### src/rtl/psum_accum_sfu_if.sv
// ----------------------------------------------------------------------------
// psum_accum_sfu_if
//   Bundles the single-port PMEM SRAM port used by psum_accum_sfu.
//   master : the accumulate stage (drives address/data/enables, reads OP_q)
//   slave  : the SRAM (or its model), returns OP_q one cycle after a read
// Signals
//   OP_q    PMEM read data, valid the cycle after a read
//   OP_d    PMEM write data
//   OP_addr PMEM address
//   OP_cen  chip enable, active low
//   OP_wen  write enable, active low (0 = write)
// ----------------------------------------------------------------------------
interface psum_accum_sfu_if #(
    parameter int psum_bw = 16,
    parameter int col     = 8,
    parameter int ADDR_W  = 9
);
    logic [psum_bw*col-1:0] OP_q;
    logic [psum_bw*col-1:0] OP_d;
    logic [ADDR_W-1:0]      OP_addr;
    logic                   OP_cen;
    logic                   OP_wen;

    modport master (
        input  OP_q,
        output OP_d,
        output OP_addr,
        output OP_cen,
        output OP_wen
    );

    modport slave (
        output OP_q,
        input  OP_d,
        input  OP_addr,
        input  OP_cen,
        input  OP_wen
    );
endinterface

### src/rtl/psum_accum_sfu.sv
// ----------------------------------------------------------------------------
// psum_accum_sfu
//   Accumulate / special-function stage behind mac_array. Rows of partial sums
//   are captured into a small input FIFO and read-modify-written into the PMEM
//   SRAM. A first pass overwrites PMEM (1 row/cycle); later passes read, add
//   with per-lane saturation and write back (1 row per 2 cycles). On the last
//   pass a ReLU is applied before the write.
// Ports
//   clk, reset      clock (posedge) and asynchronous active-low reset
//   start           1-cycle pulse starting a pass (ignored while busy)
//   first_pass      sampled at start: overwrite, no read/add
//   last_pass       sampled at start: apply ReLU before write
//   base_addr, len  sampled at start: PMEM address of row 0, rows in the pass
//   in_psum         row from mac_array, lane i = bits [i*psum_bw +: psum_bw]
//   in_valid        in_psum valid (no backpressure upstream)
//   busy            pass in progress
//   done            1-cycle pulse after the final row is written
//   ovf_err         sticky, a row was dropped (FIFO full or valid while idle)
//   pmem            PMEM SRAM port (see psum_accum_sfu_if)
// ----------------------------------------------------------------------------
module psum_accum_sfu #(
    parameter int psum_bw    = 16,
    parameter int col        = 8,
    parameter int ADDR_W     = 9,
    parameter int FIFO_DEPTH = 8
) (
    input  logic                   clk,
    input  logic                   reset,
    input  logic                   start,
    input  logic                   first_pass,
    input  logic                   last_pass,
    input  logic [ADDR_W-1:0]      base_addr,
    input  logic [ADDR_W-1:0]      len,
    input  logic [psum_bw*col-1:0] in_psum,
    input  logic                   in_valid,
    output logic                   busy,
    output logic                   done,
    output logic                   ovf_err,
    psum_accum_sfu_if.master       pmem
);

    localparam int ROW_W = psum_bw * col;
    localparam int PTR_W = (FIFO_DEPTH > 1) ? $clog2(FIFO_DEPTH) : 1;
    localparam int CNT_W = PTR_W + 1;

    localparam logic [1:0] S_IDLE = 2'd0;
    localparam logic [1:0] S_RD   = 2'd1;
    localparam logic [1:0] S_WR   = 2'd2;
    localparam logic [1:0] S_FIN  = 2'd3;

    localparam logic [psum_bw-1:0] LANE_MAX = {1'b0, {(psum_bw-1){1'b1}}};
    localparam logic [psum_bw-1:0] LANE_MIN = {1'b1, {(psum_bw-1){1'b0}}};

    // Per-lane saturating add of head and (optionally) the PMEM word, then
    // optional ReLU. With accumulate=0 the PMEM word is ignored entirely.
    function automatic logic [ROW_W-1:0] lane_fn(
        input logic [ROW_W-1:0] head,
        input logic [ROW_W-1:0] acc,
        input logic             accumulate,
        input logic             relu
    );
        logic [ROW_W-1:0]   res;
        logic [psum_bw-1:0] h;
        logic [psum_bw-1:0] a;
        logic [psum_bw:0]   sum;
        logic [psum_bw-1:0] r;
        res = {ROW_W{1'b0}};
        for (int i = 0; i < col; i++) begin
            h = head[i*psum_bw +: psum_bw];
            if (accumulate) begin
                a = acc[i*psum_bw +: psum_bw];
            end else begin
                a = {psum_bw{1'b0}};
            end
            // One guard bit: the two top bits disagree exactly on overflow.
            sum = {h[psum_bw-1], h} + {a[psum_bw-1], a};
            if (sum[psum_bw] != sum[psum_bw-1]) begin
                r = sum[psum_bw] ? LANE_MIN : LANE_MAX;
            end else begin
                r = sum[psum_bw-1:0];
            end
            if (relu && r[psum_bw-1]) begin
                r = {psum_bw{1'b0}};
            end else begin
                r = r;
            end
            res[i*psum_bw +: psum_bw] = r;
        end
        return res;
    endfunction

    logic [1:0]        state_q, state_d;
    logic [ADDR_W-1:0] base_q, base_d;
    logic [ADDR_W-1:0] len_q, len_d;
    logic [ADDR_W-1:0] cnt_q, cnt_d;
    logic              first_q, first_d;
    logic              last_q, last_d;
    logic              busy_q, busy_d;
    logic              done_q, done_d;
    logic              ovf_q, ovf_d;

    logic [ROW_W-1:0]  mem_q [FIFO_DEPTH];
    logic [ROW_W-1:0]  mem_d [FIFO_DEPTH];
    logic [PTR_W-1:0]  wr_ptr_q, wr_ptr_d;
    logic [PTR_W-1:0]  rd_ptr_q, rd_ptr_d;
    logic [CNT_W-1:0]  count_q, count_d;

    logic              start_acc_s;
    logic              pop_s;
    logic              push_s;
    logic              drop_s;
    logic              empty_s;
    logic              full_s;
    logic [ROW_W-1:0]  head_s;
    logic [ADDR_W-1:0] row_addr_s;
    logic              last_row_s;
    logic              op_cen_s;
    logic              op_wen_s;
    logic [ADDR_W-1:0] op_addr_s;
    logic [ROW_W-1:0]  op_d_s;

    assign empty_s     = (count_q == {CNT_W{1'b0}});
    assign full_s      = (count_q == CNT_W'(FIFO_DEPTH));
    assign head_s      = mem_q[rd_ptr_q];
    assign row_addr_s  = base_q + cnt_q;
    assign last_row_s  = (cnt_q == (len_q - ADDR_W'(1)));
    assign start_acc_s = (state_q == S_IDLE) && start;

    // Pass sequencing and the combinational PMEM command.
    always_comb begin
        state_d   = state_q;
        base_d    = base_q;
        len_d     = len_q;
        cnt_d     = cnt_q;
        first_d   = first_q;
        last_d    = last_q;
        pop_s     = 1'b0;
        op_cen_s  = 1'b1;
        op_wen_s  = 1'b1;
        op_addr_s = {ADDR_W{1'b0}};
        op_d_s    = {ROW_W{1'b0}};
        case (state_q)
            S_IDLE: begin
                if (start) begin
                    base_d  = base_addr;
                    len_d   = len;
                    first_d = first_pass;
                    last_d  = last_pass;
                    cnt_d   = {ADDR_W{1'b0}};
                    state_d = (len == {ADDR_W{1'b0}}) ? S_FIN : S_RD;
                end else begin
                    state_d = S_IDLE;
                end
            end
            S_RD: begin
                if (empty_s) begin
                    state_d = S_RD;
                end else if (first_q) begin
                    // Overwrite pass: no read, write the head straight away.
                    op_cen_s  = 1'b0;
                    op_wen_s  = 1'b0;
                    op_addr_s = row_addr_s;
                    op_d_s    = lane_fn(head_s, {ROW_W{1'b0}}, 1'b0, last_q);
                    pop_s     = 1'b1;
                    if (last_row_s) begin
                        state_d = S_FIN;
                    end else begin
                        cnt_d   = cnt_q + ADDR_W'(1);
                        state_d = S_RD;
                    end
                end else begin
                    op_cen_s  = 1'b0;
                    op_wen_s  = 1'b1;
                    op_addr_s = row_addr_s;
                    state_d   = S_WR;
                end
            end
            S_WR: begin
                // OP_q holds the word read in the previous (RD) cycle.
                op_cen_s  = 1'b0;
                op_wen_s  = 1'b0;
                op_addr_s = row_addr_s;
                op_d_s    = lane_fn(head_s, pmem.OP_q, 1'b1, last_q);
                pop_s     = 1'b1;
                if (last_row_s) begin
                    state_d = S_FIN;
                end else begin
                    cnt_d   = cnt_q + ADDR_W'(1);
                    state_d = S_RD;
                end
            end
            S_FIN: begin
                state_d = S_IDLE;
            end
            default: begin
                state_d = S_IDLE;
            end
        endcase
        busy_d = (state_d != S_IDLE);
        done_d = (state_d == S_FIN);
    end

    // Input FIFO bookkeeping and drop detection; a full FIFO still accepts
    // a push in a cycle that also pops.
    always_comb begin
        mem_d    = mem_q;
        wr_ptr_d = wr_ptr_q;
        rd_ptr_d = rd_ptr_q;
        count_d  = count_q;
        push_s   = in_valid && busy_q && (!full_s || pop_s);
        drop_s   = in_valid && !push_s;
        if (start_acc_s) begin
            wr_ptr_d = {PTR_W{1'b0}};
            rd_ptr_d = {PTR_W{1'b0}};
            count_d  = {CNT_W{1'b0}};
        end else begin
            if (push_s) begin
                mem_d[wr_ptr_q] = in_psum;
                wr_ptr_d        = wr_ptr_q + PTR_W'(1);
            end else begin
                wr_ptr_d = wr_ptr_q;
            end
            if (pop_s) begin
                rd_ptr_d = rd_ptr_q + PTR_W'(1);
            end else begin
                rd_ptr_d = rd_ptr_q;
            end
            if (push_s && !pop_s) begin
                count_d = count_q + CNT_W'(1);
            end else if (!push_s && pop_s) begin
                count_d = count_q - CNT_W'(1);
            end else begin
                count_d = count_q;
            end
        end
        // A drop in the same cycle as an accepted start still counts.
        if (drop_s) begin
            ovf_d = 1'b1;
        end else if (start_acc_s) begin
            ovf_d = 1'b0;
        end else begin
            ovf_d = ovf_q;
        end
    end

    // State, pass context and FIFO registers.
    always_ff @(posedge clk or negedge reset) begin
        if (!reset) begin
            state_q  <= S_IDLE;
            base_q   <= {ADDR_W{1'b0}};
            len_q    <= {ADDR_W{1'b0}};
            cnt_q    <= {ADDR_W{1'b0}};
            first_q  <= 1'b0;
            last_q   <= 1'b0;
            busy_q   <= 1'b0;
            done_q   <= 1'b0;
            ovf_q    <= 1'b0;
            mem_q    <= '{default: {ROW_W{1'b0}}};
            wr_ptr_q <= {PTR_W{1'b0}};
            rd_ptr_q <= {PTR_W{1'b0}};
            count_q  <= {CNT_W{1'b0}};
        end else begin
            state_q  <= state_d;
            base_q   <= base_d;
            len_q    <= len_d;
            cnt_q    <= cnt_d;
            first_q  <= first_d;
            last_q   <= last_d;
            busy_q   <= busy_d;
            done_q   <= done_d;
            ovf_q    <= ovf_d;
            mem_q    <= mem_d;
            wr_ptr_q <= wr_ptr_d;
            rd_ptr_q <= rd_ptr_d;
            count_q  <= count_d;
        end
    end

    assign busy         = busy_q;
    assign done         = done_q;
    assign ovf_err      = ovf_q;
    assign pmem.OP_cen  = op_cen_s;
    assign pmem.OP_wen  = op_wen_s;
    assign pmem.OP_addr = op_addr_s;
    assign pmem.OP_d    = op_d_s;

endmodule
### src/flat_wrapper.sv
// flat-port wrapper written by rule: the top's interface ports become plain ports
module psum_accum_sfu_flat 
#(
    parameter int psum_bw    = 16,
    parameter int col        = 8,
    parameter int ADDR_W     = 9,
    parameter int FIFO_DEPTH = 8
)
  (clk, reset, start, first_pass, last_pass, base_addr, len, in_psum, in_valid, busy, done, ovf_err, pmem_OP_q, pmem_OP_d, pmem_OP_addr, pmem_OP_cen, pmem_OP_wen);
  psum_accum_sfu_if #(.psum_bw(psum_bw), .col(col), .ADDR_W(ADDR_W)) pmem_i ();
  input  logic clk;
  input  logic reset;
  input  logic start;
  input  logic first_pass;
  input  logic last_pass;
  input  logic [ADDR_W-1:0] base_addr;
  input  logic [ADDR_W-1:0] len;
  input  logic [psum_bw*col-1:0] in_psum;
  input  logic in_valid;
  output logic busy;
  output logic done;
  output logic ovf_err;
  input wire logic [$bits(pmem_i.OP_q)-1:0] pmem_OP_q;
  output wire logic [$bits(pmem_i.OP_d)-1:0] pmem_OP_d;
  output wire logic [$bits(pmem_i.OP_addr)-1:0] pmem_OP_addr;
  output wire logic [$bits(pmem_i.OP_cen)-1:0] pmem_OP_cen;
  output wire logic [$bits(pmem_i.OP_wen)-1:0] pmem_OP_wen;
  assign pmem_i.OP_q = pmem_OP_q;
  assign pmem_OP_d = pmem_i.OP_d;
  assign pmem_OP_addr = pmem_i.OP_addr;
  assign pmem_OP_cen = pmem_i.OP_cen;
  assign pmem_OP_wen = pmem_i.OP_wen;
  psum_accum_sfu #(.psum_bw(psum_bw), .col(col), .ADDR_W(ADDR_W), .FIFO_DEPTH(FIFO_DEPTH)) u_core (.clk(clk), .reset(reset), .start(start), .first_pass(first_pass), .last_pass(last_pass), .base_addr(base_addr), .len(len), .in_psum(in_psum), .in_valid(in_valid), .busy(busy), .done(done), .ovf_err(ovf_err), .pmem(pmem_i));
endmodule
### config.mk
export PLATFORM = sky130hd
export DESIGN_NAME = psum_accum_sfu_flat
export DESIGN_NICKNAME = d
export VERILOG_FILES = /design/src/rtl/psum_accum_sfu_if.sv /design/src/rtl/psum_accum_sfu.sv /design/src/flat_wrapper.sv
export SDC_FILE = /design/constraint.sdc
export NUM_CORES = 2
export LEC_CHECK = 0
export BUFFER_PORTS_ARGS = -buffer_cell sky130_fd_sc_hd__clkbuf_2
export CORE_MARGIN = 2
export CORE_UTILIZATION = 66
export DETAILED_ROUTE_END_ITERATION = 7
export PLACE_DENSITY = 0.87
export SYNTH_ARGS = -nofsm -noshare
export SYNTH_HDL_FRONTEND = slang
export SYNTH_SLANG_ARGS = --single-unit
### constraint.sdc
create_clock -name clk -period 15.6 [get_ports clk]
set_input_delay 2.34 -clock clk [delete_from_list [all_inputs] [get_ports clk]]
set_output_delay 2.34 -clock clk [all_outputs]
set_load 0.01 [all_outputs]
# Word-level counts from Yosys, hierarchy flattened
# Cells that the tools add are included.
[classes]
n_mux = 130
n_addsub = 23
reduce_logical = 39
n_lt_le_gt_ge = 3
bitwise = 3
n_eq_ne = 25
[ops]
columns = ["op", "count"]
rows = [
  ["16-bit two-way mux", 91],
  ["1024-bit bitwise mux", 1],
  ["128-bit two-way mux", 5],
  ["128-bit binary-select mux with 3-bit select", 1],
  ["128-bit demux with 3-bit select", 1],
  ["16-bit by 16-bit adder with 17-bit output", 16],
  ["128-bit one-hot mux with 2 select lines", 1],
  ["9-bit two-way mux", 5],
  ["9-bit one-hot mux with 3 select lines", 1],
  ["1-bit logical AND", 23],
  ["9-bit one-hot mux with 2 select lines", 1],
  ["1-bit inequality test", 16],
  ["3-bit two-way mux", 4],
  ["4-bit two-way mux", 3],
  ["2-bit two-way mux", 5],
  ["9-bit by 1-bit adder with 9-bit output (second input constant)", 1],
  ["9-bit adder", 1],
  ["9-bit == test", 1],
  ["9-bit logical NOT", 1],
  ["9-bit by 1-bit subtractor with 9-bit output (second input constant)", 1],
  ["4-bit >= comparator (second input constant)", 2],
  ["3-bit NOT with 4-bit output", 2],
  ["2-bit one-hot mux with 4 select lines", 1],
  ["2-bit nonzero test", 4],
  ["19 further kinds", 35],
]
[totals]
elab_cells = 243
out_inout_bits = 142
register_bits = 1068
input_bits = 280

# Logic depth before layout (Yosys ltp)
[logic_depth]
ltp_word = 15
ltp_mapped = 26
depth_no_buf = 18

# Least setup slack after synthesis
# OpenSTA, ideal clock, no wires.
[synth_path]
kind = "reg2out"
startpoint = "register u_core.rd_ptr_q[0]"
endpoint = "output pmem_OP_d[32]"
t_arrival_ns = 5.843
path_buffers = 6
setup_slack_ns = 7.417
path_stages_with_launch = 25
required_ns = 13.260
cell_sequence = "dfrtp_1 buf_2 buf_2 buf_4 buf_2 buf_2 buf_2 mux4_2 mux2i_1 inv_1 ha_1 a21o_1 a21oi_1 nand2b_1 a211oi_1 or3_1 a31o_2 a21o_1 xnor2_1 ha_1 o21ai_0 nand2_1 a221oi_1 o21ai_1 o22ai_1"
[synth_between]
elab_chain_len = 15
elab_cells_between_ends = 23
classes_between = "add/sub: 2; eq/ne: 2; mux: 16; bitwise: 1; reduce/logical: 2"
[synth_lines]
columns = ["element", "line_no", "text"]
rows = [
  ["start: declaration", "psum_accum_sfu.sv:105", "logic [PTR_W-1:0] rd_ptr_q, rd_ptr_d;"],
  ["start signal: assignment", "psum_accum_sfu.sv:260", "rd_ptr_q <= {PTR_W{1'b0}};"],
  ["start signal: assignment", "psum_accum_sfu.sv:274", "rd_ptr_q <= rd_ptr_d;"],
  ["3-bit NOT with 4-bit output (implied by the code) *", "psum_accum_sfu.sv:124", "assign head_s = mem_q[rd_ptr_q];"],
  ["128-bit binary-select mux with 3-bit select *", "psum_accum_sfu.sv:124", ""],
  ["128-bit two-way mux (implied by the code) * (2 in a row)", "psum_accum_sfu.sv:124", ""],
  ["16-bit by 16-bit adder with 17-bit output", "psum_accum_sfu.sv:76", "sum = {h[psum_bw-1], h} + {a[psum_bw-1], a};"],
  ["16-bit two-way mux / 1-bit inequality test (equally long branches)", "psum_accum_sfu.sv:78, psum_accum_sfu.sv:77", ""],
  ["16-bit two-way mux", "psum_accum_sfu.sv:77", "if (sum[psum_bw] != sum[psum_bw-1]) begin"],
  ["16-bit two-way mux", "psum_accum_sfu.sv:158", "end else if (first_q) begin"],
  ["16-bit two-way mux", "psum_accum_sfu.sv:156", "if (empty_s) begin"],
  ["16-bit two-way mux", "psum_accum_sfu.sv:142", "case (state_q)"],
  ["1-bit logical AND", "psum_accum_sfu.sv:82", "if (relu && r[psum_bw-1]) begin"],
  ["16-bit two-way mux", "psum_accum_sfu.sv:82", ""],
  ["128-bit two-way mux", "psum_accum_sfu.sv:158", ""],
  ["128-bit two-way mux", "psum_accum_sfu.sv:156", ""],
  ["128-bit one-hot mux with 2 select lines *", "psum_accum_sfu.sv:142", ""],
  ["end: declaration", "flat_wrapper.sv:24", "output wire logic [$bits(pmem_i.OP_d)-1:0] pmem_OP_d;"],
]
# Every way passes the cells marked *; elsewhere a longest branch is shown, timed or not. The select of a mux whose other input is x is not followed.

# Worst setup path after layout
[layout_path]
startpoint = "register u_core.rd_ptr_q[0]"
endpoint = "output pmem_OP_d[1]"
# The elaborated chain is that of the path after synthesis.

==> flow_metrics.env <==
export IMPL_numCtsBuffers=108
export IMPL_hold_class="reg -> reg"
export IMPL_gp_congestion=0.9293
export IMPL_ys_ff_latch=1068
export IMPL_cts_sinks=1068
export IMPL_most_common_layout_cells="1064 x dfrtp_1, 625 x mux2_2, 420 x clkbuf_2"
export IMPL_crit_arrival_ns=7.85
export IMPL_setup_viol=0
export IMPL_wl_per_cell_um=25.63
export IMPL_critPathLaunch="u_core.rd_ptr_q[0]"
export IMPL_die_area_um2=90210
export IMPL_r2r_start="u_core.count_q[1]"
export IMPL_status="completed"
export IMPL_cts_hold_buf=0
export IMPL_power_leakage_nw=30.45
export IMPL_die_h_um=300.4
export IMPL_num_io_pins=422
export IMPL_clkTransAtPathRegs_ns=0.06
export IMPL_r2r_setup_slack_ns=10.09
export IMPL_finalClockSkew_ns=0.02446
export IMPL_postPlaceCellArea_um2=60580
export IMPL_clock_latency_ns=0.68
export IMPL_ys_types=75
export IMPL_final_max_slew_viol_count=0
export IMPL_syn2layout_area_growth_pct=11.02
export IMPL_grtUsageTotal_pct=33.25
export IMPL_port_buffers=421
export IMPL_routed_wl_um=149700
export IMPL_synth_async_reset_ratio_pct=100.0
export IMPL_rows=108
export IMPL_dr_total_vias=38450
export IMPL_antenna_found_initial=24
export IMPL_worstPathMaxFanout=44
export IMPL_grt_pass1_wl_um=232400
export IMPL_ys_flop_type="dfrtp_1"
export IMPL_drt_iter0_drc=3325
export IMPL_powerDensity_nw_per_um2=179.5
export IMPL_hold_viol=0
export IMPL_mostFrequentLayoutCell="dfrtp_1"
export IMPL_use_met1_pct=45.00
export IMPL_worst_pin_slew_ns=1.345
export IMPL_finalSetupTns_ns=0
export IMPL_peakVddDrop_v=0.0001478
export IMPL_max_freq_mhz=98.16
export IMPL_start_util_pct=66.71
export IMPL_criticalPathCategory="reg -> out"
export IMPL_avgViaCountPerCell=6.583
export IMPL_drive_above_1_share_pct=40.83
export IMPL_ys_seq_area_share_pct=46.11
export IMPL_drcViolationCount=0
export IMPL_cts_tree="done"
export IMPL_ys_warn_count=0
export IMPL_syn_area_per_cell_um2=13.72
export IMPL_hp_start="u_core.base_q[7]"
export IMPL_grt_use_met2_pct=53.52
export IMPL_synth_edf_count=0
export IMPL_clockBufferDepth=3
export IMPL_htreeDepth=3
export IMPL_grt_pass1_vias=39930
export IMPL_worstSetupStartpointType="flip-flop"
export IMPL_end_kind="output pin"
export IMPL_nets=5018
export IMPL_regArea_um2=26740
export IMPL_multi_input_area_um2=29440
export IMPL_grt_ovfl_total=0
export IMPL_dieWidth_um=300.4
export IMPL_rsz0062_at_grt="no"
export IMPL_crit_required_ns=13.26
export IMPL_synth_top_cell_by_area="dfrtp_1"
export IMPL_drt_antenna_violating_nets=0
export IMPL_relSlewSlack_pct=9.718
export IMPL_cap_violations=0
export IMPL_coreArea_um2=86890
export IMPL_netlist_area_um2=57960
export IMPL_gr_usage_met3_pct=5.311
export IMPL_grt_busiest_layer="met2"
export IMPL_cts_setup_buffers=0
export IMPL_period_share_pct=65.30
export IMPL_grt_start_max_net_pins=172
export IMPL_synthCells=4224
export IMPL_netlist_area_leader_share_pct=46.11
export IMPL_dr_pass1_iters=6
export IMPL_synth_area_leaders="dfrtp_1 46%, mux2_2 12%, mux4_2 9.9%"
export IMPL_dpl_hpwl_um=93270
export IMPL_fin_crit_ns=10.19
export IMPL_synth_nets=4668
export IMPL_cts_root_buf="clkbuf_16"
export IMPL_fillers=5292
export IMPL_cts_resized=0
export IMPL_fin_area_um2=64350
[sequential cells by signal, summed over array words and instances (netlist names), 2 cells and up]
register and flops:
u_core.wr_ptr_q 3, u_core.count_q 4, u_core.state_q 2, u_core.rd_ptr_q 3
u_core.len_q 9, u_core.mem_q 1024, u_core.base_q 9, u_core.cnt_q 9
[per-stage QoR]
stage                     hold slack (ns)  setup slack [ns]  std cells  power (mW)  utilization, %
after floorplan                    0.4497             7.417       4224       7.467               -
after global routing               0.4948             4.737       5834       12.16           74.04
after detailed placement           0.4691             6.101       5618       8.701           69.73
after CTS                          0.4830             5.338       5817       11.48           73.99
final                              0.4789             5.412       5841       11.55           74.06
after global placement             0.4611             6.305       5618       8.512           69.73
[worst paths after layout]
kind	endpoint	cells after the start
min in group asynchronous	u_core.mem_q[307]	1
worst max register to register	u_core.mem_q[747]	10
max in group asynchronous	u_core.mem_q[884]	4
worst min register to register	u_core.base_q[7]	2
worst min-delay path	u_core.base_q[7]	2
worst max-delay path	pmem_OP_d[1]	19
[synthesized netlist by cell type, types with 6 or more instances]
cell,number
dfrtp_1,1068
mux2_2,625
mux2_4,326
mux4_2,256
nand2_1,183
nor2_1,166
ha_1,154
mux2_1,154
a21oi_1,127
o21ai_0,98
inv_1,97
xnor2_1,82
clkbuf_1,78
o22ai_1,75
buf_2,65
buf_6,56
mux2i_1,53
a21o_1,49
nand3_1,44
nor3_1,37
xor2_1,35
buf_4,29
and2_1,23
nor2b_1,23
a211oi_1,20
o21bai_1,20
or3_1,19
nand2b_1,17
a221oi_1,16
and3_1,15
o21a_1,15
nor4_1,14
o211ai_1,14
a21boi_0,12
a31oi_1,12
buf_1,11
fa_1,10
nor3b_1,10
or2_2,10
o31ai_1,8
or4_1,8
o2111ai_1,6
[where the power goes]
part | switching [mW] | total (mW) | leakage, nW | internal [mW]
Sequential | 0.431 | 3.89 | 14.3 | 3.46
Combinational | 2.59 | 4.95 | 14.4 | 2.36
Clock | 1.12 | 2.71 | 1.82 | 1.59
Total | 4.14 | 11.6 | 30.5 | 7.41
[worst max-delay path, cell delays in order (launching register included)]
cell and delay (ns):
dfrtp_4 0.73, buf_4 0.77, buf_4 0.79, mux4_2 0.61
mux2i_1 0.35, inv_1 0.08, ha_1 0.40, nand3_1 0.16
o211ai_1 0.13, or2_2 0.33, a311oi_1 0.56, o2111ai_1 0.24
a21o_1 0.19, a21o_1 0.20, xnor2_1 0.13, ha_1 0.46
a21oi_1 0.25, nand2_1 0.28, o22ai_1 0.25, clkbuf_2 0.16
[logic make-up (layout without fill, tap and decap cells)]
group / count (synthesis) / after routing / synth area share [%]
AO/OA/AOI/OAI: 535 / 535 / 5.994
XOR/XNOR: 117 / 117 / 1.768
adder cells (fa/ha/maj): 164 / 164 / 3.670
buffers and inverters: 337 / 776 / 3.236
flip-flops: 1068 / 1068 / 46.11
multiplexers: 1414 / 1414 / 34.44
other: 0 / 23 / 0
AND/OR/NAND/NOR: 589 / 589 / 4.786
[final cells by class]
type	instances	area share, %
Tap cell	1155	2.246
Sequential cell	1068	41.55
Antenna cell	23	0.08944
Clock buffer	149	4.771
Inverter	98	0.5716
Clock inverter	50	0.9838
Multi-Input combinational cell	2819	45.74
Timing Repair Buffer	479	4.044
[layer usage]
metal | vias up | wire (µm)
li1 | 16480 | -
met1 | 19980 | 60900
met2 | 1608 | 72650
met3 | 375 | 9947
met4 | 14 | 6147
met5 | - | 93
No activity file was read; power rests on OpenSTA's default activity.
